### src/rtl/buffer_command_unit.sv
// Board-key command front end for the associative buffer: sync, optional debounce (BUFFER_CMD_DEBOUNCE_EN), one-shot command issue.
// Latency: command one cycle after press event; no backpressure, presses during ISSUE/HOLDOFF are dropped until all keys release.
module buffer_command_unit #(
  parameter int KEY_WIDTH       = 4,
  parameter int DATA_WIDTH      = 4,
  parameter int CTRL_WIDTH      = 2,
  parameter int DEBOUNCE_CYCLES = 500_000
) (
  input  logic                  clk,
  input  logic                  rst,
  input  logic                  btn_clr,
  input  logic                  btn_load,
  input  logic                  btn_incr,
  input  logic                  btn_read_all,
  input  logic [KEY_WIDTH-1:0]  sw_key,
  input  logic [DATA_WIDTH-1:0] sw_data,
  output logic [CTRL_WIDTH-1:0] ctrl,
  output logic [KEY_WIDTH-1:0]  key,
  output logic [DATA_WIDTH-1:0] data_output,
  output logic                  read_all,
  output logic                  busy
);

  localparam logic [CTRL_WIDTH-1:0] CMD_NONE = CTRL_WIDTH'(0);
  localparam logic [CTRL_WIDTH-1:0] CMD_CLR  = CTRL_WIDTH'(1);
  localparam logic [CTRL_WIDTH-1:0] CMD_LOAD = CTRL_WIDTH'(2);
  localparam logic [CTRL_WIDTH-1:0] CMD_INCR = CTRL_WIDTH'(3);

  if (DEBOUNCE_CYCLES < 1) begin : g_bad_debounce
    $error("DEBOUNCE_CYCLES must be at least 1");
  end

  typedef enum logic [1:0] {IDLE, ISSUE, HOLDOFF} state_t;

  // Bit order: 0 clr, 1 load, 2 incr, 3 read_all; all keys are active-low.
  logic [3:0] btn_raw;
  logic [3:0] sync_1;
  logic [3:0] sync_2;
  logic [3:0] stable;
  logic [3:0] stable_prev;
  logic [3:0] press;

  assign btn_raw = {btn_read_all, btn_incr, btn_load, btn_clr};

  always_ff @(posedge clk or negedge rst) begin
    if (!rst) begin
      sync_1      <= '1;
      sync_2      <= '1;
      stable_prev <= '1;
    end else begin
      sync_1      <= btn_raw;
      sync_2      <= sync_1;
      stable_prev <= stable;
    end
  end

`ifdef BUFFER_CMD_DEBOUNCE_EN
  localparam int CNT_W = (DEBOUNCE_CYCLES > 1) ? $clog2(DEBOUNCE_CYCLES) : 1;
  localparam logic [CNT_W-1:0] CNT_LAST = CNT_W'(DEBOUNCE_CYCLES - 1);

  logic [CNT_W-1:0] cnt [4];

  // Any bounce back to the stable level restarts the count, so the counter can never exceed CNT_LAST.
  for (genvar b = 0; b < 4; b++) begin : g_debounce
    always_ff @(posedge clk or negedge rst) begin
      if (!rst) begin
        cnt[b]    <= '0;
        stable[b] <= 1'b1;
      end else if (sync_2[b] == stable[b]) begin
        cnt[b]    <= '0;
      end else if (cnt[b] == CNT_LAST) begin
        cnt[b]    <= '0;
        stable[b] <= sync_2[b];
      end else begin
        cnt[b]    <= cnt[b] + CNT_W'(1);
      end
    end
  end
`else
  assign stable = sync_2;
`endif

  assign press = stable_prev & ~stable;

  state_t                  state;
  state_t                  state_nxt;
  logic [CTRL_WIDTH-1:0]   cmd;
  logic [CTRL_WIDTH-1:0]   cmd_nxt;
  logic                    cmd_ra;
  logic                    cmd_ra_nxt;
  logic                    capture;

  always_ff @(posedge clk or negedge rst) begin
    if (!rst) begin
      state       <= IDLE;
      cmd         <= CMD_NONE;
      cmd_ra      <= 1'b0;
      key         <= '0;
      data_output <= '0;
    end else begin
      state  <= state_nxt;
      cmd    <= cmd_nxt;
      cmd_ra <= cmd_ra_nxt;
      if (capture) begin
        key         <= sw_key;
        data_output <= sw_data;
      end
    end
  end

  always_comb begin
    state_nxt  = state;
    cmd_nxt    = cmd;
    cmd_ra_nxt = cmd_ra;
    capture    = 1'b0;
    ctrl       = CMD_NONE;
    read_all   = 1'b0;
    case (state)
      IDLE: begin
        if (|press) begin
          capture   = 1'b1;
          state_nxt = ISSUE;
          // Highest-priority event wins; the rest are discarded.
          if (press[3]) begin
            cmd_ra_nxt = 1'b1;
            cmd_nxt    = CMD_NONE;
          end else begin
            cmd_ra_nxt = 1'b0;
            if (press[0])      cmd_nxt = CMD_CLR;
            else if (press[1]) cmd_nxt = CMD_LOAD;
            else               cmd_nxt = CMD_INCR;
          end
        end
      end
      ISSUE: begin
        ctrl      = cmd;
        read_all  = cmd_ra;
        state_nxt = HOLDOFF;
      end
      HOLDOFF: begin
        if (&stable) state_nxt = IDLE;
      end
      default: state_nxt = IDLE;
    endcase
  end

  assign busy = (state != IDLE);

endmodule

### config.mk
export PLATFORM = sky130hd
export DESIGN_NAME = buffer_command_unit
export DESIGN_NICKNAME = d
export VERILOG_FILES = /design/src/rtl/buffer_command_unit.sv
export SDC_FILE = /design/constraint.sdc
export NUM_CORES = 1
export LEC_CHECK = 0
export ABC_AREA = 0
export ABC_CLOCK_PERIOD_IN_PS = 2200
export CORE_MARGIN = 5
export CORE_UTILIZATION = 45
export CTS_CLUSTER_SIZE = 10
export DETAILED_ROUTE_END_ITERATION = 16
export PLACE_DENSITY = 0.8
export SLEW_MARGIN = 20
export SYNTH_ARGS = -nofsm -noshare
export SYNTH_HDL_FRONTEND = slang
export SYNTH_SLANG_ARGS = --single-unit
### constraint.sdc
create_clock -name clk -period 2.2 [get_ports clk]
set_clock_uncertainty 0.1 [all_clocks]
set_input_delay 0.44 -clock clk [delete_from_list [all_inputs] [get_ports clk]]
set_output_delay 0.44 -clock clk [all_outputs]
set_load 0.005 [all_outputs]
## After elaboration in Yosys (flattened, before gate mapping)

Cells that the tools add are included.
W data, S select, Z words.

- Register bits after elaboration: 25
- Bits in latches: 0
- Memory bits (writable): 0
- Bits in read-only memories: 0
- Bits of input ports: 14
- Output and inout port bits: 12
- Word-level logic and storage cells: 31
- Memories kept: 0

- $add $sub $neg: 0
- Multipliers: 0
- Divide/modulo/power cells: 0
- Order comparisons: 0
- Equal/unequal tests: 4
- Shift-type cells: 0
- Muxes and demuxes: 11
- Bitwise operators: 2
- Reductions and logical operators: 6

Operators by type and width:

| kind | count |
|---|---|
| $mux W2 | 5 |
| $pmux W2 S3 | 1 |
| $mux W1 | 5 |
| $and A4 B4 Y4 | 1 |
| $ne A2 B2 Y1 const B | 2 |
| $not A4 Y4 | 1 |
| $reduce_and A2 Y1 | 2 |
| $reduce_and A4 Y1 | 1 |
| $reduce_or A4 Y1 | 1 |
| $eq A2 B1 Y1 const B | 1 |
| $eq A2 B2 Y1 const B | 1 |
| $logic_not A2 Y1 | 1 |
| $reduce_bool A2 Y1 | 1 |

## Logic depth before layout (Yosys ltp)

- Depth after elaboration: 5
- Depth in mapped cells: 4
- Depth with buffers taken out: 3

## Worst setup path before layout

OpenSTA, ideal clock, no wires.

- Path kind: register to register
- Start: reg sync_2[0] (netlist: stable[0])
- End: reg cmd_ra
- Library setup time: 0.125 ns
- Data arrival time: 1.488 ns
- Data required time: 1.975 ns
- Slack: 0.487 ns
- Stages on the path, launching flop included: 5
- Buffers on the path: 1
- Period minus slack after synthesis: 1.713 ns
- Cells stage by stage: dfstp_2 nor2b_1 o41ai_2 buf_6 mux2_4

- Word-level cells in the longest chain between the ends: 4

RTL lines:

| element | line | source |
|---|---|---|
| start, declared | 38 | `logic [3:0] sync_2;` |
| start signal, assigned | 52 | `sync_2 <= sync_1;` |
| $not A4 Y4 | 83 | `assign press = stable_prev & ~stable;` |
| $and A4 B4 Y4 | 83 |  |
| $reduce_or A4 Y1 | 120 | `if (\|press) begin` |
| $reduce_and A2 Y1 (no source line) | -- |  |
| end signal, assigned | 103 | `cmd_ra <= cmd_ra_nxt;` |
| end, declared | 89 | `logic cmd_ra;` |

Every way passes these cells.
A chain may end at the register's enable or synchronous reset.

## Worst setup path after layout

- Start: reg state[1]
- End: out busy

- Word-level cells in the longest chain between the ends: 1

RTL lines:

| element | line | source |
|---|---|---|
| start, declared | 85 | `state_t state;` |
| start signal, assigned | 101 | `state <= state_nxt;` |
| $reduce_bool A2 Y1 | 147 | `assign busy = (state != IDLE);` |
| end, declared | 21 | `output logic busy` |

Every way passes these cells.

==> flow_summary.toml <==
[clock_tree]
cts_tree = "yes"
hold_buffers = 0
cts_made_buffers = 3
post_cts_buffers = 0
ctsLongestPathBuffers = 2
clock_insertion_delay_worst_skew_ns = 0.30
clk_pin_slew_ns = 0.13
clock-root-buffer = "clkbuf_4"
h-tree-depth = 1
cts_num_sinks = 25

[grt]
antenna_found_initial = 0
grt_pass1_vias = 594
grtUsageTotal_pct = 12.3
grt_pass1_wl_um = 2850
grt-ovfl-total = 0
grt_max_degree = 26

[placed_design]
dp_hpwl_um = 1310
io_buffers = 25
place_congestion = 0.826
place_ws_ns = 0.387

[cells_and_area]
nFillCells = 167
nets = 103
antenna_cells = 0
drive_gt1_share_pct = 34.1
syn_to_final_growth_pct = 36.2

[sta]
period_share_pct = 93.9
hold_viol = 0
rsz0062_at_grt = "no"
worstMarginPinSlew_ns = 0.351
slew_viol_final = 0
relSlewSlack_pct = 76.5
period_minus_slack_ns = 2.07
setup_ws_ns = 0.134
setup_violations = 0
timing.fmax_mhz = 484
tns_ns = 0

[floorplan]
dieWidth_um = 55.5
start_util_pct = 47.4
core.rowCount = 16
die_height_um = 55.5
dieArea_um2 = 3080
io_pins = 26
core_um2 = 1960

[synthesis]
yosys-top-cells-area = "dfrtp_1 (35%), dfstp_2 (34%), mux2_4 (13%), nor2b_1 (4.0%), and2_1 (2.0%)"
synth_common_cells = "dfrtp_1 (13), dfstp_2 (12), mux2_4 (8)"
yosysSeqAreaShare_pct = 68.8
yosysWarnings = 0
yosys.area.top_type_share_pct = 34.9
synth-main-ff-cell = "dfrtp_1"
synthCells = 58
synth-seq-cells = 25
yosysMostFrequentCell = "dfrtp_1"
postSynthAreaPerCell_um2 = 16.0
synthArstFlopShare_pct = 100
synth.distinct_cells = 16
yosys.area.top_type = "dfrtp_1"
synth_edf_count = 0
synth_nets = 72
netlist_area_um2 = 931

[hold_path]
hold_class = "reg -> reg"
hold_depth = 0

[routing]
drt-pass1-iter-count = 6
drt_iter0_drc = 6
ant_nets = 0
num_vias = 545
drt_wl_total_um = 1680
wl_per_cell_um = 14.6
drc = 0
vias_per_cell = 4.74

[setup_path]
critical-path-slowest-cell = "clkdlybuf4s50_1"
startpoint_type = "flip-flop"
cp.depth = 3
crit_arrival_ns = 1.53
criticalPathCategory = "reg -> out"
crit_chain = "nor2_2 > inv_1 > clkdlybuf4s50_1"
rr_endpoint = "key[3]"
max_stage_delay_ns = 0.46
worstPathMaxFanout = 4
endpoint_kind = "output pin"
path_buf_inv = 2
rr_worst_depth = 4
crit_start = "state[1]"
r2r-start = "stable[0]"
endpoint = "busy"
r2r_slack_ns = 0.39
crit_family = "buffers and inverters"
required_ns = 1.66

[run]
maxCapViolCount = 0

[pwr]
peakVddDrop_mv = 0.821
p_leak_nw = 0.569
powerDensity_nw_per_um2 = 1170

[outcome]
status = "complete, no violations"
flip-flops by register name, summed over array words and instances, names as in the netlist:
signal	count
cmd	2
cmd_ra	1
data_output	4
key	4
stable	4
stable_prev	4
state	2
sync_1	4
power by group:
part	total (W)	switching, W	internal (W)
Clock	0.000193	0.000126	0.0000678
Sequential	0.000679	0.0000804	0.000599
Combinational	0.000609	0.000196	0.000413
kinds of logic (layout without fill, tap and decap cells):
logic type | after synthesis | in the layout | synth area share (%)
AOI/OAI and AO/OA | 6 | 6 | 5.24
DFF | 25 | 25 | 68.8
muxes | 10 | 10 | 15.2
buffers and inverters | 5 | 35 | 2.82
and+or+nand+nor | 12 | 12 | 7.93
worst min-delay path by stage:
stage	startpoint	slack (ns)	end
floorplan	rst	0.04	cmd[0]
global placement	sync_1[2]	0.25	stable[2]
detailed placement	sync_1[3]	0.25	stable[3]
CTS	sync_1[0]	0.27	stable[0]
global route	sync_1[0]	0.27	stable[0]
finish	sync_1[1]	0.27	stable[1]
layout by cell type, fill, tap and decap left out:
cell | Yosys | final
a21boi_0 | 1 | 1
a21o_1 | 2 | 2
and2_1 | 3 | 3
buf_4 | 0 | 2
clkbuf_4 | 0 | 3
clkdlybuf4s50_1 | 0 | 25
clkinv_2 | 0 | 1
dfrtp_1 | 13 | 13
dfstp_2 | 12 | 12
inv_1 | 4 | 4
mux2_2 | 1 | 1
mux2_4 | 8 | 8
mux2i_1 | 1 | 1
nand4_1 | 1 | 1
nor2_2 | 0 | 1
nor2b_1 | 6 | 5
nor2b_4 | 0 | 1
o21ai_0 | 2 | 2
o41ai_4 | 0 | 1
or2b_1 | 1 | 1
timing repair:
action,in CTS,in global routing
gates resized for setup,0,3
endpoints found under the hold margin,0,0
endpoints found under the setup margin,0,4
cell type report:
cell class / count / area (µm²) / share of cell area [%]
clock buffers: 3 / 22.5 / 1.78
clock inverters: 1 / 5.00 / 0.395
inverters: 4 / 15.0 / 1.18
multi-input cells: 28 / 285 / 22.5
flip-flops and latches: 25 / 641 / 50.5
well taps: 27 / 33.8 / 2.67
repair buffers: 27 / 265 / 20.9
per-layer routing:
metal  GRT usage [%]  share of wire (%)
met2            21.5                 57
met1            12.6                 38
met3            3.96                3.9
met4            7.29                1.3
met5               0                  0
per-stage QoR:
stage / hold slack (ns) / utilization, % / std cells / total power (W) / area, µm²
after floorplan: 0.0444 / - / 58 / 0.000980 / 931
after global placement: 0.246 / 62.7 / 111 / 0.00126 / 1230
after detailed placement: 0.247 / 62.7 / 111 / 0.00129 / 1230
after CTS: 0.268 / 64.1 / 115 / 0.00149 / 1260
after global routing: 0.269 / 64.6 / 115 / 0.00158 / 1270
final: 0.266 / 64.6 / 115 / 0.00148 / 1270
Note: power is estimated with default switching activity, not from simulation.
